[config.mk]
export PLATFORM = sky130hd
export DESIGN_NAME = msgpass_rd_sched
export DESIGN_NICKNAME = d
export VERILOG_FILES = /design/src/rtl/memShare_config_pkg.sv /design/src/rtl/msgPass_config_pkg.sv /design/src/rtl/msgpass_rd_cnt.sv /design/src/rtl/msgpass_rd_sched.sv
export SDC_FILE = /design/constraint.sdc
export NUM_CORES = 1
export LEC_CHECK = 0
export BUFFER_PORTS_ARGS = -buffer_cell sky130_fd_sc_hd__buf_2
export CAP_MARGIN = 0
export CORE_AREA = 2 2 49 97
export CTS_CLUSTER_DIAMETER = 30
export DETAILED_ROUTE_END_ITERATION = 10
export DIE_AREA = 0 0 51 99
export HOLD_SLACK_MARGIN = 0.15
export PLACE_DENSITY = 0.72
export SYNTH_ARGS = -nofsm -noshare
export SYNTH_HDL_FRONTEND = slang
export SYNTH_SLANG_ARGS = --single-unit
[constraint.sdc]
create_clock -name sys_clk -period 2.8 [get_ports sys_clk]
set_input_delay 0.14 -clock sys_clk [delete_from_list [all_inputs] [get_ports sys_clk]]
set_output_delay 0.14 -clock sys_clk [all_outputs]
set_load 0.01 [all_outputs]
[src/rtl/memShare_config_pkg.sv]
// Shared memory-share configuration: DRC vector width and the DRC1 bit position.
package memShare_config_pkg;

  localparam int unsigned MEMSHARE_DRC_NUM = 4;
  localparam int unsigned MEMSHARE_DRC1    = 1;

endpackage

[src/rtl/msgPass_config_pkg.sv]
// Message-pass configuration: job size limits, derived widths and read sequencer states.
package msgPass_config_pkg;

  localparam int unsigned MAX_LAYER_NUM   = 4;
  localparam int unsigned MAX_READ_LEN    = 16;
  localparam int unsigned LAYER_CNT_WIDTH = $clog2(MAX_LAYER_NUM + 1);
  localparam int unsigned READ_LEN_WIDTH  = $clog2(MAX_READ_LEN + 1);
  // A read index only ever spans 0..MAX_READ_LEN-1.
  localparam int unsigned RD_IDX_WIDTH    = $clog2(MAX_READ_LEN);

  typedef enum logic [2:0] {
    StIdle,
    StRead,
    StEnd,
    StGap,
    StDone
  } msgpass_rd_sched_state_e;

endpackage

[src/rtl/msgpass_rd_cnt.sv]
// Read-index / layer counter pair for the read sequencer, holding the latched job size
// and flagging the last read of a layer and the last layer of a job.
module msgpass_rd_cnt
  import msgPass_config_pkg::*;
(
  input  logic                       sys_clk,
  input  logic                       rstn,
  input  logic                       load_i,
  input  logic [READ_LEN_WIDTH-1:0]  len_i,
  input  logic [LAYER_CNT_WIDTH-1:0] num_i,
  input  logic                       rd_clr_i,
  input  logic                       rd_en_i,
  input  logic                       layer_en_i,
  output logic [RD_IDX_WIDTH-1:0]    rd_idx_nxt_o,
  output logic [LAYER_CNT_WIDTH-1:0] layer_idx_nxt_o,
  output logic                       rd_last_o,
  output logic                       layer_last_o
);

  logic [READ_LEN_WIDTH-1:0]  len_q;
  logic [LAYER_CNT_WIDTH-1:0] num_q;
  logic [RD_IDX_WIDTH-1:0]    rd_idx_q, rd_idx_d;
  logic [LAYER_CNT_WIDTH-1:0] layer_q, layer_d;

  always_comb begin
    rd_idx_d = rd_idx_q;
    layer_d  = layer_q;
    if (load_i || rd_clr_i) begin
      rd_idx_d = '0;
    end else if (rd_en_i) begin
      rd_idx_d = rd_idx_q + RD_IDX_WIDTH'(1);
    end
    if (load_i) begin
      layer_d = '0;
    end else if (layer_en_i) begin
      layer_d = layer_q + LAYER_CNT_WIDTH'(1);
    end
  end

  always_ff @(posedge sys_clk or negedge rstn) begin
    if (!rstn) begin
      len_q    <= '0;
      num_q    <= '0;
      rd_idx_q <= '0;
      layer_q  <= '0;
    end else begin
      if (load_i) begin
        len_q <= len_i;
        num_q <= num_i;
      end
      rd_idx_q <= rd_idx_d;
      layer_q  <= layer_d;
    end
  end

  assign rd_idx_nxt_o    = rd_idx_d;
  assign layer_idx_nxt_o = layer_d;
  assign rd_last_o    = (READ_LEN_WIDTH'(rd_idx_q) + READ_LEN_WIDTH'(1)) == len_q;
  assign layer_last_o = (layer_q + LAYER_CNT_WIDTH'(1)) == num_q;

endmodule

[src/rtl/msgpass_rd_sched.sv]
// Layer-by-layer read sequencer feeding the message-pass buffer read address generator.
// Define MSGPASS_RD_SCHED_GAP_EN to insert one idle GAP cycle between layers.
module msgpass_rd_sched
  import msgPass_config_pkg::*;
  import memShare_config_pkg::*;
(
  input  logic                        sys_clk,
  input  logic                        rstn,
  input  logic                        start_i,
  output logic                        start_ready_o,
  input  logic [LAYER_CNT_WIDTH-1:0]  layer_num_i,
  input  logic [READ_LEN_WIDTH-1:0]   read_len_i,
  input  logic [MAX_READ_LEN-1:0]     drc_mask_i,
  input  logic                        abort_i,
  output logic                        buffer_read_begin_o,
  output logic                        buffer_read_end_o,
  output logic                        rd_valid_o,
  output logic [MEMSHARE_DRC_NUM-1:0] is_drc_o,
  output logic [LAYER_CNT_WIDTH-1:0]  layer_idx_o,
  output logic                        done_o,
  output logic                        done_aborted_o
);

  msgpass_rd_sched_state_e state_q, state_d;

  logic                        abort_q, abort_d;
  logic [MAX_READ_LEN-1:0]     mask_q, mask_src;
  logic [READ_LEN_WIDTH-1:0]   len_cl;
  logic [LAYER_CNT_WIDTH-1:0]  num_cl;
  logic                        load, rd_clr, rd_en, layer_en;
  logic [RD_IDX_WIDTH-1:0]     rd_idx_nxt;
  logic [LAYER_CNT_WIDTH-1:0]  layer_nxt;
  logic                        rd_last, layer_last;

  logic                        start_ready_q, start_ready_d;
  logic                        begin_q, begin_d;
  logic                        end_q, end_d;
  logic                        rd_valid_q, rd_valid_d;
  logic [MEMSHARE_DRC_NUM-1:0] is_drc_q, is_drc_d;
  logic [LAYER_CNT_WIDTH-1:0]  layer_q;
  logic                        done_q, done_d;
  logic                        done_ab_q, done_ab_d;

  assign len_cl = (read_len_i > READ_LEN_WIDTH'(MAX_READ_LEN)) ?
                  READ_LEN_WIDTH'(MAX_READ_LEN) : read_len_i;
  assign num_cl = (layer_num_i > LAYER_CNT_WIDTH'(MAX_LAYER_NUM)) ?
                  LAYER_CNT_WIDTH'(MAX_LAYER_NUM) : layer_num_i;

  msgpass_rd_cnt u_rd_cnt (
    .sys_clk         (sys_clk),
    .rstn            (rstn),
    .load_i          (load),
    .len_i           (len_cl),
    .num_i           (num_cl),
    .rd_clr_i        (rd_clr),
    .rd_en_i         (rd_en),
    .layer_en_i      (layer_en),
    .rd_idx_nxt_o    (rd_idx_nxt),
    .layer_idx_nxt_o (layer_nxt),
    .rd_last_o       (rd_last),
    .layer_last_o    (layer_last)
  );

  always_comb begin
    state_d  = state_q;
    abort_d  = abort_q;
    load     = 1'b0;
    rd_clr   = 1'b0;
    rd_en    = 1'b0;
    layer_en = 1'b0;
    unique case (state_q)
      StIdle: begin
        if (start_i) begin
          load    = 1'b1;
          abort_d = 1'b0;
          state_d = (len_cl == '0 || num_cl == '0) ? StDone : StRead;
        end
      end
      StRead: begin
        abort_d = abort_q | abort_i;
        // The aborting cycle's read still issues; only the next cycle becomes END.
        if (abort_i || rd_last) begin
          state_d = StEnd;
        end else begin
          rd_en = 1'b1;
        end
      end
      StEnd: begin
        abort_d = abort_q | abort_i;
        if (abort_d || layer_last) begin
          state_d = StDone;
        end else begin
          rd_clr   = 1'b1;
          layer_en = 1'b1;
`ifdef MSGPASS_RD_SCHED_GAP_EN
          state_d  = StGap;
`else
          state_d  = StRead;
`endif
        end
      end
`ifdef MSGPASS_RD_SCHED_GAP_EN
      StGap: begin
        abort_d = abort_q | abort_i;
        state_d = abort_d ? StDone : StRead;
      end
`endif
      StDone: state_d = StIdle;
      default: state_d = StIdle;
    endcase
  end

  // Outputs are computed from the next state so every pulse comes straight off a flop.
  always_comb begin
    mask_src      = load ? drc_mask_i : mask_q;
    start_ready_d = (state_d == StIdle);
    rd_valid_d    = (state_d == StRead);
    begin_d       = (state_d == StRead) && (state_q != StRead);
    end_d         = (state_d == StEnd);
    done_d        = (state_d == StDone);
    done_ab_d     = (state_d == StDone) && abort_d;
    is_drc_d      = '0;
    is_drc_d[MEMSHARE_DRC1] = rd_valid_d & mask_src[rd_idx_nxt];
  end

  always_ff @(posedge sys_clk or negedge rstn) begin
    if (!rstn) begin
      state_q       <= StIdle;
      abort_q       <= 1'b0;
      mask_q        <= '0;
      start_ready_q <= 1'b1;
      begin_q       <= 1'b0;
      end_q         <= 1'b0;
      rd_valid_q    <= 1'b0;
      is_drc_q      <= '0;
      layer_q       <= '0;
      done_q        <= 1'b0;
      done_ab_q     <= 1'b0;
    end else begin
      state_q       <= state_d;
      abort_q       <= abort_d;
      if (load) begin
        mask_q <= drc_mask_i;
      end
      start_ready_q <= start_ready_d;
      begin_q       <= begin_d;
      end_q         <= end_d;
      rd_valid_q    <= rd_valid_d;
      is_drc_q      <= is_drc_d;
      layer_q       <= layer_nxt;
      done_q        <= done_d;
      done_ab_q     <= done_ab_d;
    end
  end

  assign start_ready_o       = start_ready_q;
  assign buffer_read_begin_o = begin_q;
  assign buffer_read_end_o   = end_q;
  assign rd_valid_o          = rd_valid_q;
  assign is_drc_o            = is_drc_q;
  assign layer_idx_o         = layer_q;
  assign done_o              = done_q;
  assign done_aborted_o      = done_ab_q;

endmodule

==> results of run 1 <==
-- synthesized netlist by cell type, types with 2 or more instances --
master	number	area [sq um]
buf_4	3	22.52
xnor2_1	6	52.55
nor4b_1	2	17.52
o21ai_0	6	30.03
nor2b_1	4	25.02
mux2_4	2	30.03
dfrtp_1	41	1026
inv_1	4	15.01
clkbuf_1	5	18.77
nand2_1	69	259.0
nand3_1	2	10.01
ha_1	2	25.02
or2_2	4	25.02
nor2_1	7	26.28
xor2_1	3	26.28
nand3b_1	6	45.04
mux2_1	2	22.52
mux2i_1	12	120.1
and2_1	3	18.77
and4b_1	2	20.02
o22ai_1	2	12.51
-- cell families after synthesis --
kind of cell,synth area share
buffers and inverters,0.02729
muxes,0.09036
other,0.001818
AOI/OAI and AO/OA,0.06550
adders and majority gates,0.01213
xor gates and xnor gates,0.04912
and+or+nand+nor,0.2438
DFF,0.5100
-- layer usage --
layer / vias up / part of all wire / GRT usage / wire [microns]
li1: 837 / - / - / -
met1: 817 / 0.36 / 0.2018 / 1664
met2: 29 / 0.58 / 0.3726 / 2675
met3: 8 / 0.026 / 0.03030 / 119
met4: 0 / 0.025 / 0.1143 / 115
met5: - / 0 / 0 / 0
-- critical path, stage by stage, from the launching register on --
cell       delay (ns)
dfrtp_1          0.42
ha_4             0.19
xnor2_1          0.23
a22oi_2          0.11
a2111oi_4        0.42
nor2_2           0.10
buf_4            0.17
nand2_1          0.09
mux2i_1          0.42
and4b_1          0.26
a211o_1          0.26
-- area by class of cell --
cell class              count  share of cell area
flip-flops and latches     42              0.3789
multi-input cells         154              0.3609
repair buffers             78              0.2016
clock buffers               8             0.02880
well taps                  54             0.02430
inverters                   4            0.005401
-- repair_timing --
item,CTS,global route
pin swaps,3,6
setup endpoints to repair,1,1
setup buffers,2,2
hold endpoints to repair,67,0
resized for setup,3,4
hold buffers,27,0
gates cloned,0,0
-- registers in the layout, indices dropped and copies added, names as in the netlist, 3 cells and up --
name	cells
u_rd_cnt.len_q	5
state_q	3
u_rd_cnt.layer_q	3
u_rd_cnt.rd_idx_q	4
u_rd_cnt.num_q	3
mask_q	16
-- how the worst max path moves through the flow --
stage                                     from     endpoint  slack, ns  cells past startpoint
after floorplan            u_rd_cnt.layer_q[0]  is_drc_o[1]       0.02                     10
after global placement    u_rd_cnt.rd_idx_q[0]  is_drc_o[1]        0.1                     10
after detailed placement  u_rd_cnt.rd_idx_q[1]  is_drc_o[1]      -0.01                     10
after CTS                 u_rd_cnt.rd_idx_q[1]  is_drc_o[1]       0.02                     11
after global routing      u_rd_cnt.rd_idx_q[1]  is_drc_o[1]      -0.12                     12
final                     u_rd_cnt.rd_idx_q[1]  is_drc_o[1]       0.03                     10
-- stage by stage --
step	cell area, sq um	utilization	setup TNS (ns)	power [uW]
3_5_place_dp	2372	0.5521	-0.01292	2095
4_1_cts	2746	0.6392	0	2523
6_report	2780	0.6471	0	2537
3_3_place_gp	2372	0.5521	0	2069
5_1_grt	2780	0.6471	-0.1169	2741
2_1_floorplan	2079	-	0	1743
-- layout by cell type (no fill, tap or decap), drive strengths merged, types with 2 or more instances in the layout --
master	n
xnor2	6
dlygate4sd3	27
conb	3
xor2	3
buf	51
nor2	8
dfrtp	41
mux2	4
ha	2
nand3b	6
nor4b	2
inv	4
and2	3
o21ai	6
or2	4
and4b	2
mux2i	13
nor2b	4
nand3	2
nand2	69
clkbuf	8
o22ai	2
-- where the power goes --
group	internal, uW	total, uW	switching [uW]
logic	551	1190	641
registers	856	977	121
clock network	177	368	191
==> impl_metrics.py, run 1 <==
metrics = {
    "synth": {
        "yosysUniqueCellTypes": 40,
        "netlist_instances": 206,
        "netlist_area_sq_um": 2063,
        "synth_edf_count": 0,
        "ys.flop_type": "dfrtp_1",
        "syn_area_per_cell_sq_um": 10.02,
        "yosys_warnings": 0,
        "ys_seq_area_frac": 0.5100,
        "synth.ff_latch_count": 42,
        "async_reset_ff_frac": 1.000,
    },
    "job": {
        "drv_cap": 0,
    },
    "cts": {
        "clockRootBuffer": "clkbuf_8",
        "tritoncts": "yes",
        "clk_latency_ns": 0.29,
        "htreeDepth": 2,
        "clk_path_buf_depth": 2,
        "cts_made_buffers": 5,
        "cts_sinks": 42,
        "cts.clk_slew.worst_paths_ns": 0.07,
    },
    "power": {
        "power.leakage_uw": 0.001430,
        "ir_drop_uv": 595.6,
        "powerDensity_nw_per_um2": 912.5,
    },
    "worst_setup_path": {
        "timing.rr.start": "u_rd_cnt.rd_idx_q[1]",
        "crit_required_ns": 2.98,
        "reg2reg_to": "is_drc_o[1]",
        "cp-end-kind": "flip-flop",
        "ff2ff_setup_slack_ns": 0.03,
        "rr_worst_depth": 10,
        "critPathKind": "reg -> reg",
        "crit_arrival_ns": 2.95,
        "worstPathMaxFanout": 5,
        "crit_path_start_kind": "flip-flop",
    },
    "min_path": {
        "hp-class": "in -> reg",
        "min_to": "mask_q[11]",
        "hp-start": "start_i",
        "hold_depth": 5,
    },
    "place": {
        "port-buffer-count": 37,
        "finalWeightedCongestion": 0.7903,
        "placedCellCount": 301,
        "post-dp-hpwl_microns": 3186,
        "dp_slack_ns": -0.01292,
    },
    "sta": {
        "max_freq_ghz": 0.3605,
        "max-slew-margin-rel": 0.3905,
        "whs_ns": 0.4779,
        "worst_slack_ns": 0.02614,
        "fin_crit_ns": 2.774,
        "finalHoldViolCount": 0,
        "tightestPinTransition_ns": 0.9143,
        "slew_violations": 0,
        "finalSetupViolCount": 0,
        "fin_worst_skew_ns": 0.004725,
        "fin_crit_sh": 0.9907,
        "rsz0062_at_grt": "yes",
    },
    "finish": {
        "multi_input_area_sq_um": 1003,
        "fin_nets": 315,
        "num-fill-cells": 382,
        "ff_latch_area_sq_um": 1054,
        "drive_above_1_share": 0.2587,
        "diodes": 0,
        "area_delta_synth_final_pct": 34.75,
        "fin_cells": 340,
    },
    "global_route": {
        "grt_max_degree": 43,
        "grt_pass1_wl_microns": 7590,
        "grt-ovfl-total": 0,
        "grt_pass1_vias": 1713,
        "antenna_found_initial": 0,
        "grtUsageTotal": 0.2011,
    },
    "floorplan": {
        "die-area_sq_um": 5049,
        "dieHeight_microns": 99,
        "io_pins": 41,
        "start_util": 0.4802,
        "rows": 34,
        "core_sq_um": 4297,
        "die_w_microns": 51,
    },
    "route": {
        "first_iter_violations": 35,
        "wl_per_cell_microns": 13.46,
        "vias_per_cell": 4.974,
        "drc": 0,
        "vias": 1691,
        "firstDrtPassIters": 4,
        "drt-total-wl_microns": 4575,
        "drtAntennaViolNets": 0,
    },
    "outcome": {
        "outcome": "finished clean",
    },
}
(Power assumes the default switching activity.)
==> inputs of run 2 (changes only) <==
--- a/config.mk
+++ b/config.mk
@@ -7,12 +7,13 @@
 export LEC_CHECK = 0
 export BUFFER_PORTS_ARGS = -buffer_cell sky130_fd_sc_hd__buf_2
 export CAP_MARGIN = 0
-export CORE_AREA = 2 2 49 97
+export CORE_AREA = 2 2 50 99
 export CTS_CLUSTER_DIAMETER = 30
 export DETAILED_ROUTE_END_ITERATION = 10
-export DIE_AREA = 0 0 51 99
+export DIE_AREA = 0 0 52 101
 export HOLD_SLACK_MARGIN = 0.15
-export PLACE_DENSITY = 0.72
+export PLACE_DENSITY = 0.73
 export SYNTH_ARGS = -nofsm -noshare
 export SYNTH_HDL_FRONTEND = slang
+export SYNTH_HIERARCHICAL = 1
 export SYNTH_SLANG_ARGS = --single-unit
==> run 2 against run 1 <==
Power rose by 5.7%. Synthesized cell count decreased by 7.8%. Core utilization down 0.74 points. Die area is 4.0% higher. Highest routed layer unchanged.
==> impl_metrics.py, run 2 <==
metrics = {
    "outcome": {
        "outcome": "finished clean",
    },
    "sta": {
        "finalHoldViolCount": 0,
        "whs_ns": 0.1668,
        "fin_crit_sh": 0.9564,
        "fin_crit_ns": 2.678,
        "slew_violations": 0,
        "max-slew-margin-rel": 0.3680,
        "fin_worst_skew_ns": 0.005151,
        "tightestPinTransition_ns": 0.9480,
        "setup_tns_ns": 0,
        "finalSetupViolCount": 0,
        "max_freq_ghz": 0.3734,
    },
    "floorplan": {
        "io_pins": 41,
        "die-area_sq_um": 5252,
        "rows": 35,
        "die_w_microns": 52,
        "start_util": 0.4849,
        "dieHeight_microns": 101,
        "core_sq_um": 4511,
    },
    "synth": {
        "yosys_warnings": 6,
        "synth.ff_latch_count": 45,
        "ys_seq_area_frac": 0.5154,
        "synth.most_common_cell": "dfrtp_1",
        "synth_edf_count": 0,
        "synth_area_leaders": "dfrtp_1, mux2_2, nand2_1, mux4_1, xnor2_1",
        "synth_top_area_share": 0.5034,
        "syn_area_per_cell_sq_um": 11.51,
        "yosysUniqueCellTypes": 37,
        "netlist_area_sq_um": 2187,
        "netlist_instances": 190,
        "yosys.area.top_type": "dfrtp_1",
        "ys.flop_type": "dfrtp_1",
        "yosys-top-cells-count": "dfrtp_1, nand2_1, mux2_2",
        "async_reset_ff_frac": 1.000,
    },
    "cts": {
        "cts.clk_slew.worst_paths_ns": 0.08,
        "cts_sinks": 45,
        "clk_path_buf_depth": 2,
        "tritoncts": "yes",
        "clockRootBuffer": "clkbuf_8",
        "htreeDepth": 2,
        "clk_latency_ns": 0.29,
        "cts_made_buffers": 5,
    },
    "place": {
        "placed_area_sq_um": 2492,
        "post-dp-hpwl_microns": 2840,
        "placedCellCount": 285,
        "port-buffer-count": 37,
        "finalWeightedCongestion": 0.8514,
    },
    "finish": {
        "largest_reg_flops": 16,
        "regMostFlops": "mask_q",
        "final_common_cell": "dfrtp_1",
        "fin_nets": 289,
        "diodes": 0,
        "final_cell_area_sq_um": 2885,
        "fin_cells": 315,
        "area_delta_synth_final_pct": 31.92,
        "drive_above_1_share": 0.3731,
        "reg_top3": "mask_q: 16 flops, u_rd_cnt/len_q: 5 flops, u_rd_cnt/rd_idx_q: 4 flops",
        "layout_common_cells": "dfrtp_1, buf_2, nand2_1",
    },
    "power": {
        "power.leakage_uw": 0.001412,
        "powerDensity_nw_per_um2": 929.2,
        "ir_drop_uv": 581.3,
    },
    "global_route": {
        "grt_max_degree": 46,
        "grt-ovfl-total": 0,
        "grt_pass1_wl_microns": 7169,
        "grtUsageTotal": 0.1813,
        "grt_pass1_vias": 1609,
        "antenna_found_initial": 0,
    },
    "worst_setup_path": {
        "crit_required_ns": 2.99,
        "crit_path_start_kind": "flip-flop",
        "ff2ff_setup_slack_ns": 0.12,
        "cp-end-kind": "flip-flop",
        "worstPathMaxFanout": 5,
        "crit_arrival_ns": 2.87,
        "critPathKind": "reg -> reg",
    },
    "route": {
        "firstDrtPassIters": 4,
        "wl_per_cell_microns": 13.24,
        "drc": 0,
        "drt-total-wl_microns": 4170,
        "first_iter_violations": 14,
        "vias_per_cell": 5.114,
        "drtAntennaViolNets": 0,
        "vias": 1611,
    },
    "job": {
        "drv_cap": 0,
    },
    "min_path": {
        "hp-class": "in -> reg",
    },
}
==> run 2: cell types whose count changed after synthesis, moves of 4 or more <==
cell	previous run	this run
a21oi_1	0	4
mux2_2	0	14
mux2i_1	12	4
mux4_1	0	5
nand2_1	69	36
nand3b_1	6	0
nor3_1	0	7
o21ai_0	6	1
==> run 2: cells by family after synthesis <==
kind of cell | after synthesis | share of synthesized area
mux | 23 | 0.1505
compound gates | 16 | 0.05263
xor+xnor | 15 | 0.06636
other cells | 1 | 0.001715
flops | 45 | 0.5155
fa+ha+maj | 2 | 0.01144
simple gates | 71 | 0.1608
buf+inv | 17 | 0.04119
==> run 2: final cells by class <==
type / instances / area (sq um)
fillers: 376 / 1625
repair buffers: 72 / 508.0
clock buffers: 6 / 72.57
multi-input cells: 130 / 1079
clock inverters: 2 / 10.01
inverters: 5 / 18.77
flip-flops and latches: 45 / 1129
well taps: 55 / 68.82
==> run 2: worst max-delay path, cell delays in order, from the launching register on <==
cell and delay [ns]:
dfrtp_1 0.40, ha_1 0.24, xnor2_2 0.15, xnor2_1 0.19, nor3_2 0.07, nor3_2 0.23
nor2b_4 0.20, nor3_1 0.07, buf_4 0.15, buf_4 0.14, or2_2 0.28, o221ai_2 0.15
o22ai_2 0.10, o211a_1 0.21
==> run 2: metal layers <==
layer | GRT usage | vias up | wire (microns)
li1 | - | 782 | -
met1 | 0.2132 | 786 | 1670
met2 | 0.3135 | 35 | 2269
met3 | 0.04006 | 8 | 161
met4 | 0.06680 | 0 | 70
met5 | 0 | - | 0
==> run 2: path summary, 6_finish.rpt <==
path | start | end | cells past startpoint
max | u_rd_cnt/layer_q[0] | is_drc_o[1] | 13
min | read_len_i[4] | u_rd_cnt/len_q[4] | 2
max reg2reg | u_rd_cnt/layer_q[0] | is_drc_o[1] | 13
min reg2reg | mask_q[3] | mask_q[3] | 2
max in group asynchronous | rstn | u_rd_cnt/rd_idx_q[1] | 2
min in group asynchronous | rstn | state_q[2] | 2
==> run 2: repair_timing <==
item	in CTS	in global routing
gates resized for setup	1	17
setup buffers	0	3
pin swaps	0	6
hold buffers	19	0
endpoints found under the hold margin	62	0
setup endpoints to repair	1	1
==> run 2: through the flow <==
step / setup WS (ns) / utilization / power, uW
floorplan: 0.01972 / - / 1835
global placement: 0.1304 / 0.5526 / 2088
detailed placement: 0.03416 / 0.5526 / 2138
CTS: 0.02725 / 0.6136 / 2542
global route: -0.05259 / 0.6397 / 2903
finish: 0.1221 / 0.6397 / 2681
==> run 2: where the power goes <==
| part | switching [uW] | internal, uW |
|---|---|---|
| logic | 576 | 668 |
| clock network | 201 | 173 |
| registers | 153 | 909 |
==> inputs of run 3 (changes only) <==
--- a/config.mk
+++ b/config.mk
@@ -12,7 +12,7 @@
 export DETAILED_ROUTE_END_ITERATION = 10
 export DIE_AREA = 0 0 52 101
 export HOLD_SLACK_MARGIN = 0.15
-export PLACE_DENSITY = 0.73
+export PLACE_DENSITY = 0.74
 export SYNTH_ARGS = -nofsm -noshare
 export SYNTH_HDL_FRONTEND = slang
 export SYNTH_HIERARCHICAL = 1
==> run 3 against run 2 <==
Sequential cell count is the same. Largest cell class unchanged. Via count shrank 1.1%. First-iteration DRC count grew to 2.8 times the previous value. Largest power group unchanged. Critical endpoint unchanged. Combinational power is essentially flat.
==> impl_metrics.py, run 3 (same netlist as run 2, synthesis figures left out) <==
metrics = {
    "route": {
        "drc": 0,
        "route.met3.wl_microns": 161,
        "vias_per_cell": 5.109,
        "dr_wl_met2_microns": 2328,
        "drt-met1-wl_microns": 1753,
        "firstDrtPassIters": 4,
        "drtAntennaViolNets": 0,
        "vias": 1594,
        "drt-total-wl_microns": 4330,
        "wl_per_cell_microns": 13.88,
        "first_iter_violations": 39,
        "highest_layer": "met4",
    },
    "global_route": {
        "grtUsageTotal": 0.1756,
        "grt_pass1_wl_microns": 6858,
        "grt_max_degree": 46,
        "grt-ovfl-total": 0,
        "grt_pass1_vias": 1555,
        "antenna_found_initial": 0,
    },
    "finish": {
        "diodes": 0,
        "largest_reg_flops": 16,
        "area_delta_synth_final_pct": 32.27,
        "fin_cells": 312,
        "fin_nets": 286,
        "layout_common_cells": "dfrtp_1, buf_2, nand2_1",
        "final_core_util": 0.6413,
        "reg_top3": "mask_q: 16 flops, u_rd_cnt/len_q: 5 flops, u_rd_cnt/rd_idx_q: 4 flops",
        "regMostFlops": "mask_q",
        "drive_above_1_share": 0.3541,
        "final_common_cell": "dfrtp_1",
    },
    "power": {
        "power.leakage_uw": 0.001404,
        "ir_drop_uv": 668.1,
        "powerDensity_nw_per_um2": 977.9,
    },
    "cts": {
        "clk_latency_ns": 0.30,
        "clockRootBuffer": "clkbuf_8",
        "cts_sinks": 45,
        "tritoncts": "yes",
        "cts_made_buffers": 5,
        "htreeDepth": 2,
        "cts.clk_slew.worst_paths_ns": 0.09,
        "clk_path_buf_depth": 2,
    },
    "place": {
        "post-dp-hpwl_microns": 2872,
        "finalWeightedCongestion": 0.8367,
        "dp_slack_ns": -0.1169,
        "placedCellCount": 282,
        "port-buffer-count": 37,
    },
    "sta": {
        "setup_tns_ns": 0,
        "max-slew-margin-rel": 0.3626,
        "rsz0062_at_grt": "yes",
        "max_freq_ghz": 0.3664,
        "fin_crit_sh": 0.9748,
        "finalSetupViolCount": 0,
        "fin_worst_skew_ns": 0.01050,
        "finalHoldViolCount": 0,
        "tightestPinTransition_ns": 0.9561,
        "worst_slack_ns": 0.07056,
        "slew_violations": 0,
        "whs_ns": 0.2004,
        "fin_crit_ns": 2.729,
    },
    "worst_setup_path": {
        "crit_required_ns": 2.99,
        "worstPathMaxFanout": 8,
        "critPathKind": "reg -> reg",
        "crit_arrival_ns": 2.92,
        "cp-end-kind": "flip-flop",
        "crit_path_start_kind": "flip-flop",
    },
    "floorplan": {
        "rows": 35,
        "die-area_sq_um": 5252,
        "die_w_microns": 52,
        "start_util": 0.4849,
        "io_pins": 41,
        "dieHeight_microns": 101,
        "core_sq_um": 4511,
    },
    "job": {
        "drv_cap": 0,
    },
    "min_path": {
        "hp-class": "in -> reg",
    },
    "outcome": {
        "outcome": "finished clean",
    },
}
-- run 3: changes by cell type in the layout (fill, tap and decap cells not counted), sizes merged --
cell | before | now
bufinv | 0 | 2
buf | 53 | 49
dlygate4sd3 | 19 | 20
clkbuf | 6 | 5
clkinv | 2 | 1
-- run 3: stage by stage --
step | total power, uW | cell area (sq um)
2_1_floorplan | 1835 | 2201
5_1_grt | 3014 | 2893
4_1_cts | 2726 | 2805
3_5_place_dp | 2116 | 2457
6_report | 2829 | 2893
3_3_place_gp | 2064 | 2457
-- run 3: path summary, 6_finish.rpt --
kind                            slack, ns                  from                   end  cells after the start
worst min register to register       0.48             mask_q[9]             mask_q[9]                      2
max in group asynchronous            1.61                  rstn  u_rd_cnt/rd_idx_q[2]                      2
worst min-delay path                 0.20         read_len_i[1]     u_rd_cnt/len_q[1]                      3
min in group asynchronous            0.52                  rstn        layer_idx_o[0]                      2
worst max-delay path                 0.07  u_rd_cnt/rd_idx_q[0]           is_drc_o[1]                     13
worst max register to register       0.07  u_rd_cnt/rd_idx_q[0]           is_drc_o[1]                     13
-- run 3: power by group --
part | switching [uW] | total [uW] | internal, uW | leakage [uW]
Clock | 210 | 564 | 354 | 0.0000681
Combinational | 578 | 1210 | 629 | 0.000763
Sequential | 150 | 1060 | 908 | 0.000573
Total | 938 | 2830 | 1890 | 0.00140
-- run 3: worst max-delay path, cell delays in order (launching register included) --
cell and delay, ns:
dfrtp_1 0.40, buf_4 0.17, nand3_1 0.14, xnor2_2 0.21, nor3_4 0.08, nor3_4 0.25, nand2_1 0.09, xor2_1 0.16
nor3_2 0.15, buf_4 0.19, mux4_1 0.30, mux2i_1 0.16, o22ai_1 0.09, o211a_1 0.21
-- run 3: layout make-up --
cell class | instances | area [sq um]
repair buffers | 69 | 475.5
clock buffers | 5 | 68.82
clock inverters | 3 | 65.06
fillers | 343 | 1618
flip-flops and latches | 45 | 1129
multi-input cells | 130 | 1067
well taps | 55 | 68.82
inverters | 5 | 18.77
-- run 3: routing by layer --
layer,vias to the layer above,GRT usage
li1,778,-
met1,769,0.2117
met2,37,0.2950
met3,10,0.03858
met4,0,0.07287
met5,-,0
-- run 3: repair_timing --
item | CTS | global route
hold endpoints to repair | 63 | 0
buffers inserted | 0 | 2
pin swaps | 1 | 3
hold buffers | 20 | 0
resized for setup | 3 | 12
setup endpoints to repair | 1 | 1
